===== src/rtl/alu_sequencer.sv =====
// alu_sequencer: accepts one ALU operation at a time and drives the latched
// opcode and operands to an external ALU for a per-opcode number of cycles.
// It then captures the ALU result and holds it until the consumer takes it.
// A DIV by zero and an illegal opcode do not present an operation to the ALU.
// Each of them spends a single silent cycle in EXEC with the ALU outputs held
// at 0, so that its result appears with the same latency as a one-cycle
// operation.
module alu_sequencer #(
  parameter int MUL_CYCLES = 16,
  parameter int DIV_CYCLES = 32
) (
  input  logic        clock,
  input  logic        clear,
  input  logic        req_valid,
  output logic        req_ready,
  input  logic [4:0]  req_op,
  input  logic [31:0] req_ra,
  input  logic [31:0] req_rb,
  output logic [4:0]  alu_op,
  output logic [31:0] alu_ra,
  output logic [31:0] alu_rb,
  input  logic [31:0] alu_hi,
  input  logic [31:0] alu_lo,
  output logic        res_valid,
  input  logic        res_ready,
  output logic [31:0] res_hi,
  output logic [31:0] res_lo,
  output logic        err_div0,
  output logic        err_illegal,
  output logic        busy
);

  localparam logic [1:0] S_IDLE = 2'd0;
  localparam logic [1:0] S_EXEC = 2'd1;
  localparam logic [1:0] S_DONE = 2'd2;

  localparam logic [4:0] OP_FIRST = 5'b00011;
  localparam logic [4:0] OP_LAST  = 5'b10010;
  localparam logic [4:0] OP_DIV   = 5'b01111;
  localparam logic [4:0] OP_MUL   = 5'b10000;

  localparam logic [5:0] MUL_LOAD = 6'(MUL_CYCLES - 1);
  localparam logic [5:0] DIV_LOAD = 6'(DIV_CYCLES - 1);

  // Legal opcodes form one contiguous range, ADD through NOT.
  function automatic logic op_is_legal(input logic [4:0] op);
    return (op >= OP_FIRST) && (op <= OP_LAST);
  endfunction

  // Counter load value (N-1) for a legal opcode.
  function automatic logic [5:0] count_load(input logic [4:0] op);
    logic [5:0] load;
    case (op)
      OP_MUL:  load = MUL_LOAD;
      OP_DIV:  load = DIV_LOAD;
      default: load = 6'd0;
    endcase
    return load;
  endfunction

  logic [1:0]  state_r, state_s;
  logic [5:0]  count_r, count_s;
  logic [4:0]  alu_op_r, alu_op_s;
  logic [31:0] alu_ra_r, alu_ra_s;
  logic [31:0] alu_rb_r, alu_rb_s;
  logic        pend_div0_r, pend_div0_s;
  logic        pend_ill_r, pend_ill_s;
  logic        res_valid_r, res_valid_s;
  logic [31:0] res_hi_r, res_hi_s;
  logic [31:0] res_lo_r, res_lo_s;
  logic        err_div0_r, err_div0_s;
  logic        err_ill_r, err_ill_s;
  logic        req_ready_r, req_ready_s;
  logic        busy_r, busy_s;

  // Next-state and next-output computation for the three-state sequencer.
  always_comb begin
    state_s     = state_r;
    count_s     = count_r;
    alu_op_s    = alu_op_r;
    alu_ra_s    = alu_ra_r;
    alu_rb_s    = alu_rb_r;
    pend_div0_s = pend_div0_r;
    pend_ill_s  = pend_ill_r;
    res_valid_s = res_valid_r;
    res_hi_s    = res_hi_r;
    res_lo_s    = res_lo_r;
    err_div0_s  = err_div0_r;
    err_ill_s   = err_ill_r;
    case (state_r)
      S_IDLE: begin
        if (req_valid) begin
          state_s = S_EXEC;
          if (!op_is_legal(req_op)) begin
            count_s    = 6'd0;
            pend_ill_s = 1'b1;
          end else if ((req_op == OP_DIV) && (req_rb == 32'd0)) begin
            count_s     = 6'd0;
            pend_div0_s = 1'b1;
          end else begin
            count_s  = count_load(req_op);
            alu_op_s = req_op;
            alu_ra_s = req_ra;
            alu_rb_s = req_rb;
          end
        end else begin
          state_s = S_IDLE;
        end
      end
      S_EXEC: begin
        if (count_r == 6'd0) begin
          state_s     = S_DONE;
          res_valid_s = 1'b1;
          if (pend_div0_r || pend_ill_r) begin
            res_hi_s = 32'd0;
            res_lo_s = 32'd0;
          end else begin
            res_hi_s = alu_hi;
            res_lo_s = alu_lo;
          end
          err_div0_s  = pend_div0_r;
          err_ill_s   = pend_ill_r;
          pend_div0_s = 1'b0;
          pend_ill_s  = 1'b0;
          alu_op_s    = 5'd0;
          alu_ra_s    = 32'd0;
          alu_rb_s    = 32'd0;
        end else begin
          count_s = count_r - 6'd1;
        end
      end
      S_DONE: begin
        if (res_ready) begin
          state_s     = S_IDLE;
          res_valid_s = 1'b0;
          err_div0_s  = 1'b0;
          err_ill_s   = 1'b0;
        end else begin
          state_s = S_DONE;
        end
      end
      default: begin
        state_s     = S_IDLE;
        count_s     = 6'd0;
        alu_op_s    = 5'd0;
        alu_ra_s    = 32'd0;
        alu_rb_s    = 32'd0;
        pend_div0_s = 1'b0;
        pend_ill_s  = 1'b0;
        res_valid_s = 1'b0;
        err_div0_s  = 1'b0;
        err_ill_s   = 1'b0;
      end
    endcase
    req_ready_s = (state_s == S_IDLE);
    busy_s      = (state_s != S_IDLE);
  end

  // State and output registers; clear has priority over any handshake.
  always_ff @(posedge clock) begin
    if (!clear) begin
      state_r     <= S_IDLE;
      count_r     <= 6'd0;
      alu_op_r    <= 5'd0;
      alu_ra_r    <= 32'd0;
      alu_rb_r    <= 32'd0;
      pend_div0_r <= 1'b0;
      pend_ill_r  <= 1'b0;
      res_valid_r <= 1'b0;
      res_hi_r    <= 32'd0;
      res_lo_r    <= 32'd0;
      err_div0_r  <= 1'b0;
      err_ill_r   <= 1'b0;
      req_ready_r <= 1'b1;
      busy_r      <= 1'b0;
    end else begin
      state_r     <= state_s;
      count_r     <= count_s;
      alu_op_r    <= alu_op_s;
      alu_ra_r    <= alu_ra_s;
      alu_rb_r    <= alu_rb_s;
      pend_div0_r <= pend_div0_s;
      pend_ill_r  <= pend_ill_s;
      res_valid_r <= res_valid_s;
      res_hi_r    <= res_hi_s;
      res_lo_r    <= res_lo_s;
      err_div0_r  <= err_div0_s;
      err_ill_r   <= err_ill_s;
      req_ready_r <= req_ready_s;
      busy_r      <= busy_s;
    end
  end

  assign req_ready   = req_ready_r;
  assign busy        = busy_r;
  assign alu_op      = alu_op_r;
  assign alu_ra      = alu_ra_r;
  assign alu_rb      = alu_rb_r;
  assign res_valid   = res_valid_r;
  assign res_hi      = res_hi_r;
  assign res_lo      = res_lo_r;
  assign err_div0    = err_div0_r;
  assign err_illegal = err_ill_r;

endmodule


===== config.mk =====
export PLATFORM = sky130hd
export DESIGN_NAME = alu_sequencer
export DESIGN_NICKNAME = d
export VERILOG_FILES = /design/src/rtl/alu_sequencer.sv
export SDC_FILE = /design/constraint.sdc
export NUM_CORES = 1
export LEC_CHECK = 0
export BUFFER_PORTS_ARGS = -buffer_cell sky130_fd_sc_hd__buf_2
export CAP_MARGIN = 20
export CORE_ASPECT_RATIO = 0.8
export CORE_MARGIN = 1
export CORE_UTILIZATION = 48
export DETAILED_ROUTE_END_ITERATION = 16
export PLACE_DENSITY = 0.95
export SLEW_MARGIN = 25
export SYNTH_ARGS = -nofsm -noshare
export SYNTH_HDL_FRONTEND = slang
export SYNTH_SLANG_ARGS = --single-unit

===== constraint.sdc =====
create_clock -name clock -period 6 [get_ports clock]
set_input_delay 0.9 -clock clock [delete_from_list [all_inputs] [get_ports clock]]
set_output_delay 0.9 -clock clock [all_outputs]
set_load 0.1 [all_outputs]

==> metrics.cfg <==
[route]
routed_via_density = 5.30
vias = 5055
routedWlPerCell_um = 14.9
wirelength_mm = 14.2
drt_iter0_drc = 227
drcViolationCount = 0
ant_nets = 0
drt_pass1_iterations = 4

[yosys]
netlist_top_cells_area = dfxtp_1 57%, a22o_1 12%, a21oi_1 6.9%
synth_edf_count = 0
syn_inst = 543
ys_seq_area_share_pct = 57.0
ys_seq_elements = 148
synth_async_sr_flop_share_pct = 0
syn_area_per_cell_um2 = 9.58
synth_cell_types = 39
yosysTopAreaCell = dfxtp_1
synth_flop_cell = dfxtp_1
synth_top_area_share_pct = 57.0
synthesis.nets = 681
yosysWarnings = 0
synth.cell_area_um2 = 5200

[finish]
antenna_cells = 0
nets = 939
areaGrowthSynthToFinish_pct = 38.6
final_core_util_pct = 69.3
layout-drive-gt1-share_pct = 39.6
finalNonFillerCells = 954
design_area_um2 = 7210
n_fill_cell = 829

[sta]
slew_headroom_pct = 49.8
rsz0062_at_grt = false
finalSetupViolations = 0
slew_violations = 0
setup_tns_ns = 0
tightest_slew_ns = 0.753
skew_ns = 0.0114
max_freq_mhz = 337
min_period_ns = 2.96
min_period_over_period_pct = 49.4
finalHoldViolations = 0

[place]
numPortBuffers = 274
placedCellCount = 922
place_area_um2 = 6660
dpl.hpwl_mm = 9.99
gp_congestion = 0.831

[global_route]
grt.overflow.total = 0
track_usage_pct = 24.0
grt_max_degree = 72
antenna_found_initial = 0
grt_pass1_wl_mm = 21.7
grt_pass1_vias = 4471

[clocking]
cts_post_setup_buffers_inserted = 0
htreeDepth = 4
path_clk_slew_ns = 0.06
ctsHoldBuffers = 0
cts.path.max_buffers = 2
numClockSinks = 148
cts_resized = 0
root_buffer = clkbuf_16
cts_tree = done
cts_inserted_buffers = 17
clk_latency_ns = 0.41

[run]
cap_violations = 0

[floorplan]
start_util_pct = 50.0
fp.coreArea_um2 = 10400
io_pins = 275
die_area_um2 = 11300
die_y_um = 95.1
num_rows = 33
die_w_um = 118

[pwr]
ir_drop_mv = 0.300
power_mw = 4.08
power_leakage_nw = 3.40
power_density_nw_per_um2 = 566

[setup_path]
end_kind = flop
crit_fanout = 28
start_kind = input pin
critPathLaunch = req_rb[21]
rr_startpoint = count_r[0]$_SDFFE_PN0P_
critPathArrivalTime_ns = 3.31
crit_type = input pin to flop
required_ns = 6.34

[worst_hold_path]
hp-class = flop to flop
min_from = res_lo[30]$_SDFFE_PN0P_

[run_status]
status = finished clean

per-stage QoR:
stage | hold WS (ns) | setup WS, ns
after floorplan | 0.489 | 3.34
after global placement | 0.435 | 2.18
after detailed placement | 0.440 | 2.57
after CTS | 0.449 | 3.00
after global routing | 0.470 | 2.85
final | 0.447 | 3.04
power breakdown:
part,switching (mW),total (mW),internal [mW]
clock network,0.422,0.961,0.539
registers,0.0953,1.25,1.15
logic,1.55,1.87,0.324
total,2.06,4.08,2.01
final cells by class:
class	count	area (µm²)	share of cell area, %
repair buffers	281	1440	20.0
clock buffers	17	425	5.90
flip-flops and latches	148	2960	41.1
clock inverters	15	123	1.70
well taps	140	175	2.43
multi-input cells	349	2060	28.6
inverters	4	15.0	0.208
synth_stat cells (all sizes together), types with 2 or more instances:
library cell and n:
dfxtp 148, a21oi 72, a22o 69, nand2 69
nand3 66, clkbuf 31, nor2 16, buf 11
o21ai 11, nor4 10, inv 4, nand2b 4
a21o 3, a22oi 3, a211oi 2, nand4 2
nor3 2, or2 2, xnor2 2
flip-flops by register name, indices dropped and copies added (netlist names):
register and flops:
res_valid 1, res_hi 32, alu_ra 32, busy 1
alu_rb 32, alu_op 5, err_div0 1, req_ready 1
res_lo 32, count_r 6, state_r 2, pend_div0_r 1
err_illegal 1, pend_ill_r 1
path summary, 6_finish.rpt:
path                                                 to  slack [ns]  cells past startpoint
worst max-delay path            alu_rb[20]$_SDFFE_PN0P_        3.04                      7
worst min-delay path            res_lo[30]$_SDFFE_PN0P_        0.45                      2
worst max register to register  alu_rb[20]$_SDFFE_PN0P_        3.43                      8
worst min register to register  res_lo[30]$_SDFFE_PN0P_        0.45                      2
placed cells by master, fill, tap and decap left out, types with 4 or more instances in the layout:
master,count
a22o_1,69
clkbuf_16,17
dfxtp_1,148
nor2_1,15
o21ai_0,11
inv_6,5
nand2_1,69
a21oi_1,71
nand3_1,65
nor4_1,9
clkinv_4,4
buf_4,6
buf_2,274
nand2b_1,4
critical path, cell delays in order:
cell and delay (ns):
buf_2 0.11, nor4_1 0.35, nand4_1 0.22, or4b_1 0.56, a31oi_4 0.55, buf_4 0.41
a22o_1 0.19
metal layers:
layer  global-route usage, %  vias to the layer above  part of all wire (%)
met5                       0                        -                     0
met2                    40.3                      172                    50
met4                    8.44                        0                   1.9
li1                        -                     2476                     -
met1                    31.1                     2381                    44
met3                    4.90                       26                   4.2
cells by family (layout without fill, tap and decap cells):
family          Yosys count  in the layout  synth area share (%)
xor+xnor                  3              3                 0.505
fa+ha+maj                 1              1                 0.241
flops                   148            148                  57.0
buf+inv                  46            317                  3.83
simple gates            178            178                  16.3
compound gates          167            167                  22.2
Power figures use the tool's default switching activity.
